==> src/rtl/obi_pkg.sv <==
// rtl/obi_pkg.sv - OBI request/response channel types
package obi_pkg;

    typedef struct packed {
        logic        req;
        logic        we;
        logic [3:0]  be;
        logic [31:0] addr;
        logic [31:0] wdata;
    } obi_req_t;

    typedef struct packed {
        logic        gnt;
        logic        rvalid;
        logic [31:0] rdata;
    } obi_resp_t;

endpackage

==> src/rtl/tinyodin_pkg.sv <==
// rtl/tinyodin_pkg.sv - shared types and constants for the tinyODIN bus front end
package tinyodin_pkg;

    localparam int NUM_TGT = 4;
    localparam int unsigned SEL_LSB_DEF = 20;

    // Select codes match the order of the per-target port arrays.
    typedef enum logic [1:0] {
        SPIKE   = 2'd0,
        NEURON  = 2'd1,
        SYNAPSE = 2'd2,
        CONTROL = 2'd3
    } tgt_sel_e;

    typedef enum logic [1:0] {
        ERR_NONE     = 2'd0,
        ERR_SPURIOUS = 2'd1,
        ERR_TIMEOUT  = 2'd2
    } err_code_e;

    // Occupancy of the outstanding-ID FIFO seen as a state machine.
    typedef enum logic [1:0] {
        ST_IDLE   = 2'd0,
        ST_ACTIVE = 2'd1,
        ST_FULL   = 2'd2
    } sched_state_e;

endpackage

==> src/rtl/tinyodin_id_fifo.sv <==
// rtl/tinyodin_id_fifo.sv - small FIFO of target IDs for granted, unanswered requests
module tinyodin_id_fifo #(
    parameter int unsigned DEPTH = 2,
    parameter int unsigned WIDTH = 2
) (
    input  logic                         clk_i,
    input  logic                         rst_ni,
    input  logic                         push,
    input  logic                         pop,
    input  logic [WIDTH-1:0]             din,
    output logic [WIDTH-1:0]             head,
    output logic [$clog2(DEPTH+1)-1:0]   count
);

    localparam int unsigned PW = (DEPTH > 1) ? $clog2(DEPTH) : 1;
    localparam int unsigned CW = $clog2(DEPTH + 1);

    logic [WIDTH-1:0] mem [DEPTH];
    logic [PW-1:0]    wr_ptr;
    logic [PW-1:0]    rd_ptr;

    // Pointers wrap modulo DEPTH, which need not be a power of two.
    function automatic logic [PW-1:0] ptr_inc(input logic [PW-1:0] p);
        return (p == PW'(DEPTH - 1)) ? '0 : p + PW'(1);
    endfunction

    assign head = mem[rd_ptr];

    // Storage write; contents are don't-care until pushed, so no reset.
    always_ff @(posedge clk_i) begin
        if (push) begin
            mem[wr_ptr] <= din;
        end
    end

    // Pointer and occupancy update; push+pop together leaves count unchanged.
    always_ff @(posedge clk_i) begin
        if (!rst_ni) begin
            wr_ptr <= '0;
            rd_ptr <= '0;
            count  <= '0;
        end else begin
            if (push) begin
                wr_ptr <= ptr_inc(wr_ptr);
            end
            if (pop) begin
                rd_ptr <= ptr_inc(rd_ptr);
            end
            case ({push, pop})
                2'b10:   count <= count + CW'(1);
                2'b01:   count <= count - CW'(1);
                default: count <= count;
            endcase
        end
    end

endmodule

==> src/rtl/tinyodin_obi_target_sched.sv <==
// rtl/tinyodin_obi_target_sched.sv - OBI target decode, in-order response steering and error watch
module tinyodin_obi_target_sched
    import obi_pkg::*;
    import tinyodin_pkg::*;
#(
    parameter int unsigned SEL_LSB         = SEL_LSB_DEF,
    parameter int unsigned MAX_OUTSTANDING = 2,
    parameter int unsigned TIMEOUT_CYCLES  = 1024
) (
    input  logic       clk_i,
    input  logic       rst_ni,
    input  obi_req_t   bus_req_i,
    output obi_resp_t  bus_resp_o,
    output obi_req_t   tgt_req_o [NUM_TGT],
    input  obi_resp_t  tgt_resp_i [NUM_TGT],
    output logic       busy_o,
    output logic       err_o,
    output logic [1:0] err_code_o
);

    localparam int unsigned CW = $clog2(MAX_OUTSTANDING + 1);
    localparam int unsigned TW = (TIMEOUT_CYCLES > 1) ? $clog2(TIMEOUT_CYCLES) : 1;

    tgt_sel_e     sel;
    tgt_sel_e     last_id;
    tgt_sel_e     head_id;
    logic [1:0]   head_raw;
    logic [CW-1:0] count;
    sched_state_e state;
    sched_state_e state_next;
    logic         stall;
    logic         fwd;
    logic         push;
    logic         pop;
    logic         spurious;
    logic         timeout_hit;
    logic [TW-1:0] tmo_cnt;
    err_code_e    err_code;

    assign sel     = tgt_sel_e'(bus_req_i.addr[SEL_LSB +: 2]);
    assign head_id = tgt_sel_e'(head_raw);

    tinyodin_id_fifo #(
        .DEPTH (MAX_OUTSTANDING),
        .WIDTH (2)
    ) u_id_fifo (
        .clk_i  (clk_i),
        .rst_ni (rst_ni),
        .push   (push),
        .pop    (pop),
        .din    (sel),
        .head   (head_raw),
        .count  (count)
    );

    // Request steering and response return. A target switch only proceeds once
    // everything in flight has drained, so responses can never overtake each other.
    always_comb begin
        for (int t = 0; t < NUM_TGT; t++) begin
            tgt_req_o[t] = '0;
        end
        bus_resp_o = '0;
        stall = (state == ST_FULL) || ((state != ST_IDLE) && (sel != last_id));
        fwd   = rst_ni && bus_req_i.req && !stall;
        push  = fwd && tgt_resp_i[sel].gnt;
        pop   = rst_ni && (state != ST_IDLE) && tgt_resp_i[head_id].rvalid;
        if (fwd) begin
            tgt_req_o[sel]  = bus_req_i;
            bus_resp_o.gnt  = tgt_resp_i[sel].gnt;
        end
        if (state != ST_IDLE) begin
            bus_resp_o.rvalid = pop;
            bus_resp_o.rdata  = tgt_resp_i[head_id].rdata;
        end
    end

    // Error detection: rvalid from anyone but the head owner, or a stalled head.
    always_comb begin
        spurious = 1'b0;
        for (int t = 0; t < NUM_TGT; t++) begin
            if (tgt_resp_i[t].rvalid && ((state == ST_IDLE) || (t != int'(head_id)))) begin
                spurious = 1'b1;
            end
        end
        timeout_hit = (state != ST_IDLE) && !pop && (tmo_cnt == TW'(TIMEOUT_CYCLES - 1));
    end

    // Next occupancy state from the net push/pop change.
    always_comb begin
        state_next = state;
        if (push && !pop) begin
            state_next = (count == CW'(MAX_OUTSTANDING - 1)) ? ST_FULL : ST_ACTIVE;
        end else if (pop && !push) begin
            state_next = (count == CW'(1)) ? ST_IDLE : ST_ACTIVE;
        end
    end

    // Occupancy state register.
    always_ff @(posedge clk_i) begin
        if (!rst_ni) begin
            state <= ST_IDLE;
        end else begin
            state <= state_next;
        end
    end

    // Remember the target of the newest in-flight request for the switch check.
    always_ff @(posedge clk_i) begin
        if (!rst_ni) begin
            last_id <= SPIKE;
        end else if (push) begin
            last_id <= sel;
        end
    end

    // Cycles waited on the head response; holds once the limit is reached.
    always_ff @(posedge clk_i) begin
        if (!rst_ni) begin
            tmo_cnt <= '0;
        end else if (pop || (state == ST_IDLE)) begin
            tmo_cnt <= '0;
        end else if (tmo_cnt != TW'(TIMEOUT_CYCLES - 1)) begin
            tmo_cnt <= tmo_cnt + TW'(1);
        end
    end

    // Sticky error capturing only the first cause; spurious wins a tie.
    always_ff @(posedge clk_i) begin
        if (!rst_ni) begin
            err_o    <= 1'b0;
            err_code <= ERR_NONE;
        end else if (!err_o) begin
            if (spurious) begin
                err_o    <= 1'b1;
                err_code <= ERR_SPURIOUS;
            end else if (timeout_hit) begin
                err_o    <= 1'b1;
                err_code <= ERR_TIMEOUT;
            end
        end
    end

    assign busy_o     = (state != ST_IDLE);
    assign err_code_o = err_code;

endmodule
==> config.mk <==
export PLATFORM = sky130hd
export DESIGN_NAME = tinyodin_obi_target_sched
export DESIGN_NICKNAME = d
export VERILOG_FILES = /design/src/rtl/obi_pkg.sv /design/src/rtl/tinyodin_pkg.sv /design/src/rtl/tinyodin_id_fifo.sv /design/src/rtl/tinyodin_obi_target_sched.sv
export SDC_FILE = /design/constraint.sdc
export NUM_CORES = 1
export LEC_CHECK = 0
export BUFFER_PORTS_ARGS = -buffer_cell sky130_fd_sc_hd__buf_2
export CORE_AREA = 2 2 203 205
export DETAILED_ROUTE_END_ITERATION = 8
export DIE_AREA = 0 0 205 207
export PLACE_DENSITY = 0.32
export SYNTH_ARGS = -nofsm -noshare
export SYNTH_HDL_FRONTEND = slang
export SYNTH_HIERARCHICAL = 1
export SYNTH_SLANG_ARGS = --single-unit
==> constraint.sdc <==
create_clock -name clk_i -period 3.7 [get_ports clk_i]
set_clock_uncertainty 0.05 [all_clocks]
set_input_delay 0.74 -clock clk_i [delete_from_list [all_inputs] [get_ports clk_i]]
set_output_delay 0.74 -clock clk_i [all_outputs]
set_load 0.01 [all_outputs]
==> flow_summary_export.csv, run 1 <==
group,metric,value,unit
outcome,status,"completed",
synth,synth_top_cells_by_area,"and2_1 45%, mux4_2 18%, dfxtp_1 10%, edfxtp_1 2.8%, buf_6 2.4%",
placed_design,place.gp.congestion,0.813,
power,peakVddDrop,0.000134,V
timing,hold_viol,0,
route,vias,5499,
synth,avgSynthCellArea,8.17,um^2
synth,synth_top_area_cell,"and2_1",
worst_setup_path,critPathMaxStageDelay,620,ps
grt,grt_pass1_wl,33800,um
grt,grt_busiest_layer,"met2",
timing,worstMarginPinSlew,896,ps
timing,fin_crit_sh,84.0,%
clock_tree,cts_setup_buffers,0,
cells_and_area,drive_gt1_share,57.5,%
route,avgRoutedWirePerCell,15.3,um
power,powerDensity,143,mW/mm^2
timing,setup_viol,0,
cells_and_area,final_cells,1548,
cells_and_area,multiInputGateArea,0.00342,mm^2
floorplanning,dieArea,0.0424,mm^2
placed_design,place_inst,1543,
synth,synth.distinct_cells,46,
worst_setup_path,worstPathCellList,"mux2_2 > buf_4 > mux4_2 > and2_1 > buf_2",
placed_design,place_area,0.00744,mm^2
worst_hold_path,min_path_type,"reg -> reg",
worst_setup_path,critPathLaunchType,"register",
cells_and_area,area_growth,76.2,%
synth,synth-edff-count,4,
grt,first_global_vias,5346,
synth,yosysSeqAreaShare,13.1,%
clock_tree,htree_levels,1,
grt,grt_start_max_net_pins,69,
synth,yosys-top-cells-count,"305 x and2_1, 34 x mux4_2, 22 x dfxtp_1",
worst_hold_path,min_from,"err_code_o[0]",
route,first_pass_iters,6,
timing,relSlewSlack,40.3,%
clock_tree,numCtsBuffers,3,
cells_and_area,fillers,4734,
clock_tree,clk_latency,260,ps
clock_tree,cts.sinks,26,
synth,ys_seq_elements,26,
worst_setup_path,setup.worst_path.class,"reg -> out",
placed_design,port_buffers,521,
timing,rsz0062_at_grt,"no",
worst_setup_path,cp_max_fo,16,
power,leakagePower,4.29,nW
worst_setup_path,crit_required,2910,ps
timing,final_max_slew_viol_count,0,
clock_tree,clockBufferDepth,2,
timing,fin_crit,3110,ps
synth,async_flop_share,0,%
route,via_per_inst,3.55,
placed_design,dpl.hpwl,20000,um
synth,syn-instance-count,522,
route,drt_iter0_drc,161,
cells_and_area,seq_area,561,um^2
synth,synth_flop_cell,"dfxtp_1",
floorplanning,fp-row-count,74,
route,route.antenna.remaining_nets,0,
timing,totalNegativeSetupSlack,0,ps
run,drv_cap,0,
grt,antenna_found_initial,2,
worst_setup_path,arrival,2320,ps
grt,grt_overflow,0,
grt,met3_usage,1.83,%
grt,met2_usage,19.9,%
route,drc_errors,0,
clock_tree,root_buffer,"clkbuf_16",
grt,grtUsageTotal,10.3,%
route,wl,23600,um
grt,use_met1,11.8,%
synth,yosysMostFrequentCell,"and2_1",
clock_tree,hold_buffers,0,
floorplanning,coreArea,0.0404,mm^2
floorplanning,die_h,207,um
synth,synth_top_area_share,44.7,%
cells_and_area,finalNetCount,1227,
floorplanning,start_util,10.6,%
timing,max_freq,0.322,GHz
synth,synth_area,0.00427,mm^2
worst_setup_path,cp_slowest_cell,"mux2_2",
synth,ys_warn_count,6,
floorplanning,ios,526,
worst_setup_path,crit_path_end_kind,"output pin",
cells_and_area,finalInstanceArea,0.00752,mm^2
clock_tree,cts_tree,"done",
clock_tree,cts-resized-gates,0,
floorplanning,die_w,205,um
clock_tree,clkTransAtPathRegs,70,ps
==> metrics by stage <==
stage / setup slack, ps / hold WS, ps / total power [W] / utilization (%)
floorplan: 910 / 420 / 0.000572 / -
global placement: 581 / 416 / 0.000857 / 18.4
detailed placement: 557 / 426 / 0.000853 / 18.4
CTS: 508 / 436 / 0.00111 / 18.6
global route: 418 / 466 / 0.00116 / 18.6
finish: 593 / 427 / 0.00108 / 18.6
==> cell type report <==
type	count	area share, %
multi-input cells	442	45.5
repair buffers	534	36.7
clock buffers	4	1.05
inverters	9	0.449
flip-flops and latches	26	7.46
diodes	1	0.0333
well taps	532	8.85
==> cells by family after synthesis <==
family	count (synthesis)	synth area share, %
simple gates	359	51.7
other cells	1	0.0879
compound gates	24	4.43
mux	43	20.2
xor+xnor	9	2.02
flops	26	13.1
fa+ha+maj	3	0.880
buf+inv	57	7.54
==> final timing paths <==
path                        endpoint  slack, ps  cells after the start
hold / removal         err_code_o[0]        430                      2
hold reg to reg        err_code_o[0]        430                      2
setup reg to reg  u_id_fifo/count[1]        860                      6
setup / recovery       bus_resp_o[2]        590                      5
==> registers in the layout, summed over array words and instances, names as in the netlist, named ones only <==
register and count:
u_id_fifo/mem 4, state 2, u_id_fifo/count 2, u_id_fifo/rd_ptr 1, err_o 1, tmo_cnt 10
last_id 2, u_id_fifo/wr_ptr 1, err_code_o 2
==> placed cells by master, fill, tap and decap left out, types with 5 or more instances in the layout <==
master   count
nor3_1       7
and3_1       6
nor2_1      13
buf_4        9
mux4_2      34
o21ai_0      5
inv_1        9
mux2i_1      5
buf_2      521
dfxtp_1     22
nand2_1     10
xnor2_1      5
and2_1     305
==> critical path, delay by kind of cell, from the launching register on <==
kind | cells | cell delay (ps)
buffers and inverters | 2 | 410
flip-flops | 1 | 330
multiplexers | 2 | 1140
AND/OR/NAND/NOR | 1 | 170
==> layer usage <==
metal	part of all wire, %	routed length [um]
met1	39	9140
met5	0.055	13
met4	1.5	363
met3	7.0	1640
met2	53	12500
==> power breakdown <==
part,switching (W),internal [W],leakage [nW]
Sequential,0.00000842,0.000296,0.215
Clock,0.0000970,0.000147,0.0382
Combinational,0.000264,0.000264,4.03
Power figures use the tool's default switching activity.
==> run 2, diff against run 1 <==
--- a/config.mk
+++ b/config.mk
@@ -6,9 +6,9 @@
 export NUM_CORES = 1
 export LEC_CHECK = 0
 export BUFFER_PORTS_ARGS = -buffer_cell sky130_fd_sc_hd__buf_2
-export CORE_AREA = 2 2 203 205
+export CORE_AREA = 2 2 207 209
 export DETAILED_ROUTE_END_ITERATION = 8
-export DIE_AREA = 0 0 205 207
+export DIE_AREA = 0 0 209 211
 export PLACE_DENSITY = 0.32
 export SYNTH_ARGS = -nofsm -noshare
 export SYNTH_HDL_FRONTEND = slang
==> constraint.sdc (replaced) <==
create_clock -name clk_i -period 2.8 [get_ports clk_i]
set_clock_uncertainty 0.05 [all_clocks]
set_input_delay 0.56 -clock clk_i [delete_from_list [all_inputs] [get_ports clk_i]]
set_output_delay 0.56 -clock clk_i [all_outputs]
set_load 0.01 [all_outputs]
==> flow_summary_export.csv, run 2 (synthesized netlist as in run 1, its figures left out) <==
group,metric,value,unit
outcome,status,"completed",
timing,totalNegativeSetupSlack,0,ps
clock_tree,cts_tree,"done",
grt,grtUsageTotal,10.0,%
floorplanning,coreArea,0.0418,mm^2
grt,grt_start_max_net_pins,58,
floorplanning,start_util,10.2,%
clock_tree,root_buffer,"clkbuf_16",
clock_tree,cts-resized-gates,0,
cells_and_area,fillers,4839,
worst_hold_path,min_path_type,"reg -> reg",
clock_tree,hold_buffers,0,
placed_design,dpl.hpwl,20400,um
cells_and_area,top_register,"tmo_cnt",
timing,fin_crit_sh,93.9,%
cells_and_area,layout_commonest_cell,"buf_2",
route,first_pass_iters,5,
grt,grt_overflow,0,
cells_and_area,area_growth,78.6,%
placed_design,port_buffers,521,
worst_setup_path,arrival,2020,ps
floorplanning,fp-row-count,75,
route,drt_iter0_drc,211,
timing,rsz0062_at_grt,"no",
run,drv_cap,0,
floorplanning,dieArea,0.0441,mm^2
power,leakagePower,4.33,nW
placed_design,place.gp.congestion,0.770,
grt,grt_pass1_wl,33700,um
floorplanning,ios,526,
cells_and_area,final_cells,1562,
floorplanning,die_w,209,um
route,drc_errors,0,
worst_setup_path,crit_path_end_kind,"output pin",
worst_setup_path,critPathLaunchType,"register",
cells_and_area,reg_top3,"tmo_cnt (10), u_id_fifo/mem (4)",
cells_and_area,largest_reg_flops,10,
timing,final_max_slew_viol_count,0,
cells_and_area,final_cell_mix,"521 x buf_2, 305 x and2_1, 34 x mux4_2",
clock_tree,clkTransAtPathRegs,70,ps
route,via_per_inst,3.52,
clock_tree,clk_latency,260,ps
worst_setup_path,reg2reg_depth,6,
grt,first_global_vias,5370,
grt,antenna_found_initial,4,
route,wl,24000,um
floorplanning,die_h,211,um
worst_setup_path,crit_required,2190,ps
cells_and_area,utilization,18.3,%
clock_tree,clockBufferDepth,2,
timing,max_freq,0.380,GHz
timing,fin_crit,2630,ps
route,route.antenna.remaining_nets,0,
route,avgRoutedWirePerCell,15.3,um
cells_and_area,drive_gt1_share,58.0,%
clock_tree,numCtsBuffers,3,
power,powerDensity,201,mW/mm^2
clock_tree,cts.sinks,26,
cells_and_area,finalNetCount,1233,
power,peakVddDrop,0.000187,V
worst_setup_path,setup.worst_path.class,"reg -> out",
timing,hold_viol,0,
timing,setup_viol,0,
worst_hold_path,hold_path_depth,2,
clock_tree,htree_levels,1,
route,vias,5491,
clock_tree,cts_setup_buffers,0,
worst_setup_path,cp_max_fo,18,
placed_design,place_inst,1556,
## run 2: changes by cell type in the layout (fill, tap and decap cells not counted), sizes merged
cell	change
buf	+6
bufinv	+1
clkbuf	-1
diode	+1
## run 2: worst paths after layout
check	slack [ps]	endpoint	from
min	420	err_code_o[0]	err_code_o[0]
min reg2reg	420	err_code_o[0]	err_code_o[0]
max reg2reg	410	u_id_fifo/count[1]	register
max	170	bus_resp_o[4]	register
## run 2: final cells by class
cell class | instances | area, um^2 | share of cell area (%)
clock buffer | 3 | 75.1 | 0.985
tap | 539 | 674 | 8.85
inverter | 9 | 33.8 | 0.443
clock inverter | 1 | 30.0 | 0.394
timing repair buffer | 540 | 2820 | 37.0
multi-input combinational | 442 | 3420 | 44.9
antenna | 2 | 5.00 | 0.0657
sequential | 26 | 561 | 7.36
## run 2: worst max-delay path: stages (launching register included)
cell,delay [ps]
dfxtp_1,320
mux2_2,300
buf_6,270
mux4_2,540
and2_1,190
buf_2,140
## run 2: through the flow
step	cell area, um^2	hold slack, ps	setup slack [ps]	power (W)
floorplan	4280	420	219	0.000756
CTS	7610	424	19.7	0.00157
global route	7620	436	60.0	0.00163
global placement	7500	418	136	0.00114
detailed placement	7500	414	110	0.00114
finish	7620	419	171	0.00153
## run 2: power by group
group	internal [W]	switching (W)	total (W)
clock network	0.000285	0.000134	0.000418
registers	0.000391	0.0000115	0.000403
logic	0.000354	0.000353	0.000707
total	0.00103	0.000498	0.00153
## run 2: layer usage
layer  vias to the layer above  share of wire, %  track usage, %
met5                         -             0.096               0
met4                         4               1.2            1.58
met3                        16               6.4            1.87
met2                       268                55            19.9
met1                      2499                38            11.2
li1                       2704                 -               -
==> run 3, diff against run 2 <==
--- a/config.mk
+++ b/config.mk
@@ -5,11 +5,12 @@
 export SDC_FILE = /design/constraint.sdc
 export NUM_CORES = 1
 export LEC_CHECK = 0
+export ABC_AREA = 1
 export BUFFER_PORTS_ARGS = -buffer_cell sky130_fd_sc_hd__buf_2
-export CORE_AREA = 2 2 207 209
+export CORE_AREA = 2 2 203 205
 export DETAILED_ROUTE_END_ITERATION = 8
-export DIE_AREA = 0 0 209 211
-export PLACE_DENSITY = 0.32
+export DIE_AREA = 0 0 205 207
+export PLACE_DENSITY = 0.31
 export SYNTH_ARGS = -nofsm -noshare
 export SYNTH_HDL_FRONTEND = slang
 export SYNTH_HIERARCHICAL = 1
==> flow_summary_export.csv, run 3 <==
group,metric,value,unit
outcome,status,"completed",
synth,avgSynthCellArea,5.06,um^2
grt,use_met1,12.4,%
grt,grt_overflow,0,
timing,setup_viol,0,
clock_tree,htree_levels,1,
cells_and_area,final_cell_mix,"521 x buf_2, 291 x nor2_1, 103 x inv_1",
floorplanning,fp-row-count,74,
cells_and_area,drive_gt1_share,46.3,%
route,wl,25900,um
placed_design,place.gp.congestion,0.853,
power,peakVddDrop,0.000257,V
clock_tree,clkTransAtPathRegs,70,ps
timing,relSlewSlack,63.7,%
route,avgRoutedWirePerCell,14.8,um
power,p_seq_share,27.5,%
grt,first_global_vias,6110,
route,drt_iter0_drc,281,
worst_setup_path,crit_required,2190,ps
worst_setup_path,crit_path_end_kind,"output pin",
synth,ys_warn_count,6,
clock_tree,root_buffer,"clkbuf_16",
run,drv_cap,0,
worst_setup_path,critPathBufInv,4,
synth,yosysSeqAreaShare,15.4,%
grt,met2_usage,21.4,%
route,vias,6498,
cells_and_area,area_growth,93.6,%
route,first_pass_iters,5,
power,powerDensity,205,mW/mm^2
synth,synth_top_cells_by_area,"nor2_1 30%, dfxtp_1 12%, inv_1 11%, nand3_1 10%, a22oi_1 6.6%",
worst_setup_path,cp_common_cell,"buf_2",
floorplanning,start_util,9.02,%
worst_setup_path,cp_max_fo,35,
power,leakagePower,4.56,nW
worst_setup_path,critical-path-top-delay-family,"buffers and inverters",
worst_hold_path,hold_path_depth,2,
route,via_per_inst,3.72,
grt,grt_busiest_layer,"met2",
worst_setup_path,reg2reg_depth,11,
placed_design,port_buffers,521,
worst_hold_path,hold_end,"err_code_o[1]",
worst_setup_path,r2r_slack,400,ps
cells_and_area,largest_reg_flops,10,
floorplanning,die_w,205,um
grt,grt_start_max_net_pins,70,
power,p_comb_share,45.9,%
synth,yosys-top-cells-count,"293 x nor2_1, 103 x inv_1, 74 x nand3_1",
synth,syn-instance-count,720,
grt,grt_pass1_wl,36400,um
timing,max_freq,0.371,GHz
grt,antenna_found_initial,2,
cells_and_area,top_register,"tmo_cnt",
clock_tree,clockBufferDepth,2,
worst_setup_path,arrival,2080,ps
timing,totalNegativeSetupSlack,0,ps
floorplanning,dieArea,0.0424,mm^2
timing,fin_ws,107,ps
cells_and_area,layout_commonest_cell,"buf_2",
clock_tree,cts.sinks,26,
clock_tree,numCtsBuffers,3,
synth,synth_top_area_share,30.2,%
clock_tree,cts_tree,"done",
timing,fin_crit,2690,ps
floorplanning,die_h,207,um
synth,async_flop_share,0,%
synth,synth_flop_cell,"dfxtp_1",
synth,synth-edff-count,4,
route,route.antenna.remaining_nets,0,
synth,synth.distinct_cells,29,
timing,holdWs,397,ps
worst_setup_path,worstPathCellList,"buf_2 > inv_2 > nand2_1 > o211ai_1 > o21ai_4 > nand3_2 > buf_12 > nor2_1 > buf_2",
timing,hold_viol,0,
cells_and_area,utilization,17.5,%
worst_setup_path,cp_num_cells,9,
worst_setup_path,critPathMaxStageDelay,330,ps
placed_design,dpl.hpwl,21800,um
synth,yosysMostFrequentCell,"nor2_1",
synth,synth_area,0.00364,mm^2
placed_design,place_inst,1741,
power,p_clk_share,26.6,%
grt,met3_usage,1.75,%
power,p_int,0.000903,W
timing,fin_crit_sh,96.2,%
synth,ys_seq_elements,26,
placed_design,dp_slack,82.4,ps
cells_and_area,finalNetCount,1425,
timing,final_max_slew_viol_count,0,
grt,grtUsageTotal,11.1,%
worst_hold_path,min_path_type,"reg -> reg",
clock_tree,cts-resized-gates,0,
worst_setup_path,timing.rr.end,"state[1]",
cells_and_area,reg_top3,"tmo_cnt (10), u_id_fifo/mem (4)",
power,switching_share,37.6,%
worst_setup_path,critPathLaunchType,"input pin",
worst_hold_path,min_from,"err_code_o[1]",
clock_tree,hold_buffers,0,
worst_setup_path,setup.worst_path.class,"in -> out",
power,p_switching,0.000543,W
timing,worstMarginPinSlew,543,ps
clock_tree,clk_latency,260,ps
floorplanning,coreArea,0.0404,mm^2
synth,synth_top_area_cell,"nor2_1",
cells_and_area,final_cells,1746,
clock_tree,cts_setup_buffers,0,
worst_setup_path,cp_slowest_cell,"nand3_2",
route,drc_errors,0,
timing,rsz0062_at_grt,"no",
floorplanning,ios,526,
[run 3: how the worst max path moves through the flow]
stage	start	end	slack [ps]
2_1_floorplan	register	bus_resp_o[10]	480
3_3_place_gp	bus_req_i[52]	tgt_req_o[183]	100
3_5_place_dp	bus_req_i[52]	tgt_req_o[183]	80
4_1_cts	bus_req_i[52]	tgt_req_o[183]	70
5_1_grt	bus_req_i[52]	tgt_req_o[183]	10
6_report	bus_req_i[52]	tgt_req_o[183]	110
[run 3: power by group through the flow]
stage	combinational, W	clock, W	sequential (W)
after floorplan	0.000306	0	0.000406
after global placement	0.000682	0	0.000407
after detailed placement	0.000672	0	0.000407
after CTS	0.000676	0.000402	0.000398
after global routing	0.000732	0.000413	0.000400
final	0.000664	0.000384	0.000398
[run 3: per-layer routing]
metal	wire length, um	share of wire, %
met5	13	0.050
met1	9960	38
met2	13200	51
met4	519	2.0
met3	2260	8.7
[run 3: worst register-to-register path, cell delays in order, from the launching register on]
cell     delay (ps)
dfxtp_1         320
mux2_2          310
buf_4           360
nand2_1          90
nand2_1          80
nand2_1          50
nand2_1         110
nand2_1         140
ha_1            340
nor3b_1         270
nand2_1          80
a21oi_1         120
[run 3: logic make-up (layout without fill, tap and decap cells)]
family | count (synthesis) | in the layout | synth area share (%)
mux | 2 | 2 | 0.618
compound gates | 88 | 88 | 15.9
other cells | 1 | 5 | 0.103
simple gates | 432 | 432 | 47.9
buf+inv | 164 | 654 | 18.1
fa+ha+maj | 3 | 3 | 1.03
flops | 26 | 26 | 15.4
xor+xnor | 4 | 4 | 0.962
[run 3: through the flow]
step	cell area, um^2	total power, W
after floorplan	3650	0.000712
after global placement	6950	0.00109
after detailed placement	6950	0.00108
after CTS	7050	0.00148
after global routing	7050	0.00154
final	7050	0.00145
[run 3: area by class of cell]
class | count | area [um^2]
diodes | 1 | 2.50
clock buffers | 4 | 100
inverters | 106 | 398
multi-input cells | 533 | 2460
repair buffers | 544 | 2870
flip-flops and latches | 26 | 561
well taps | 532 | 666
fillers | 4841 | 33300
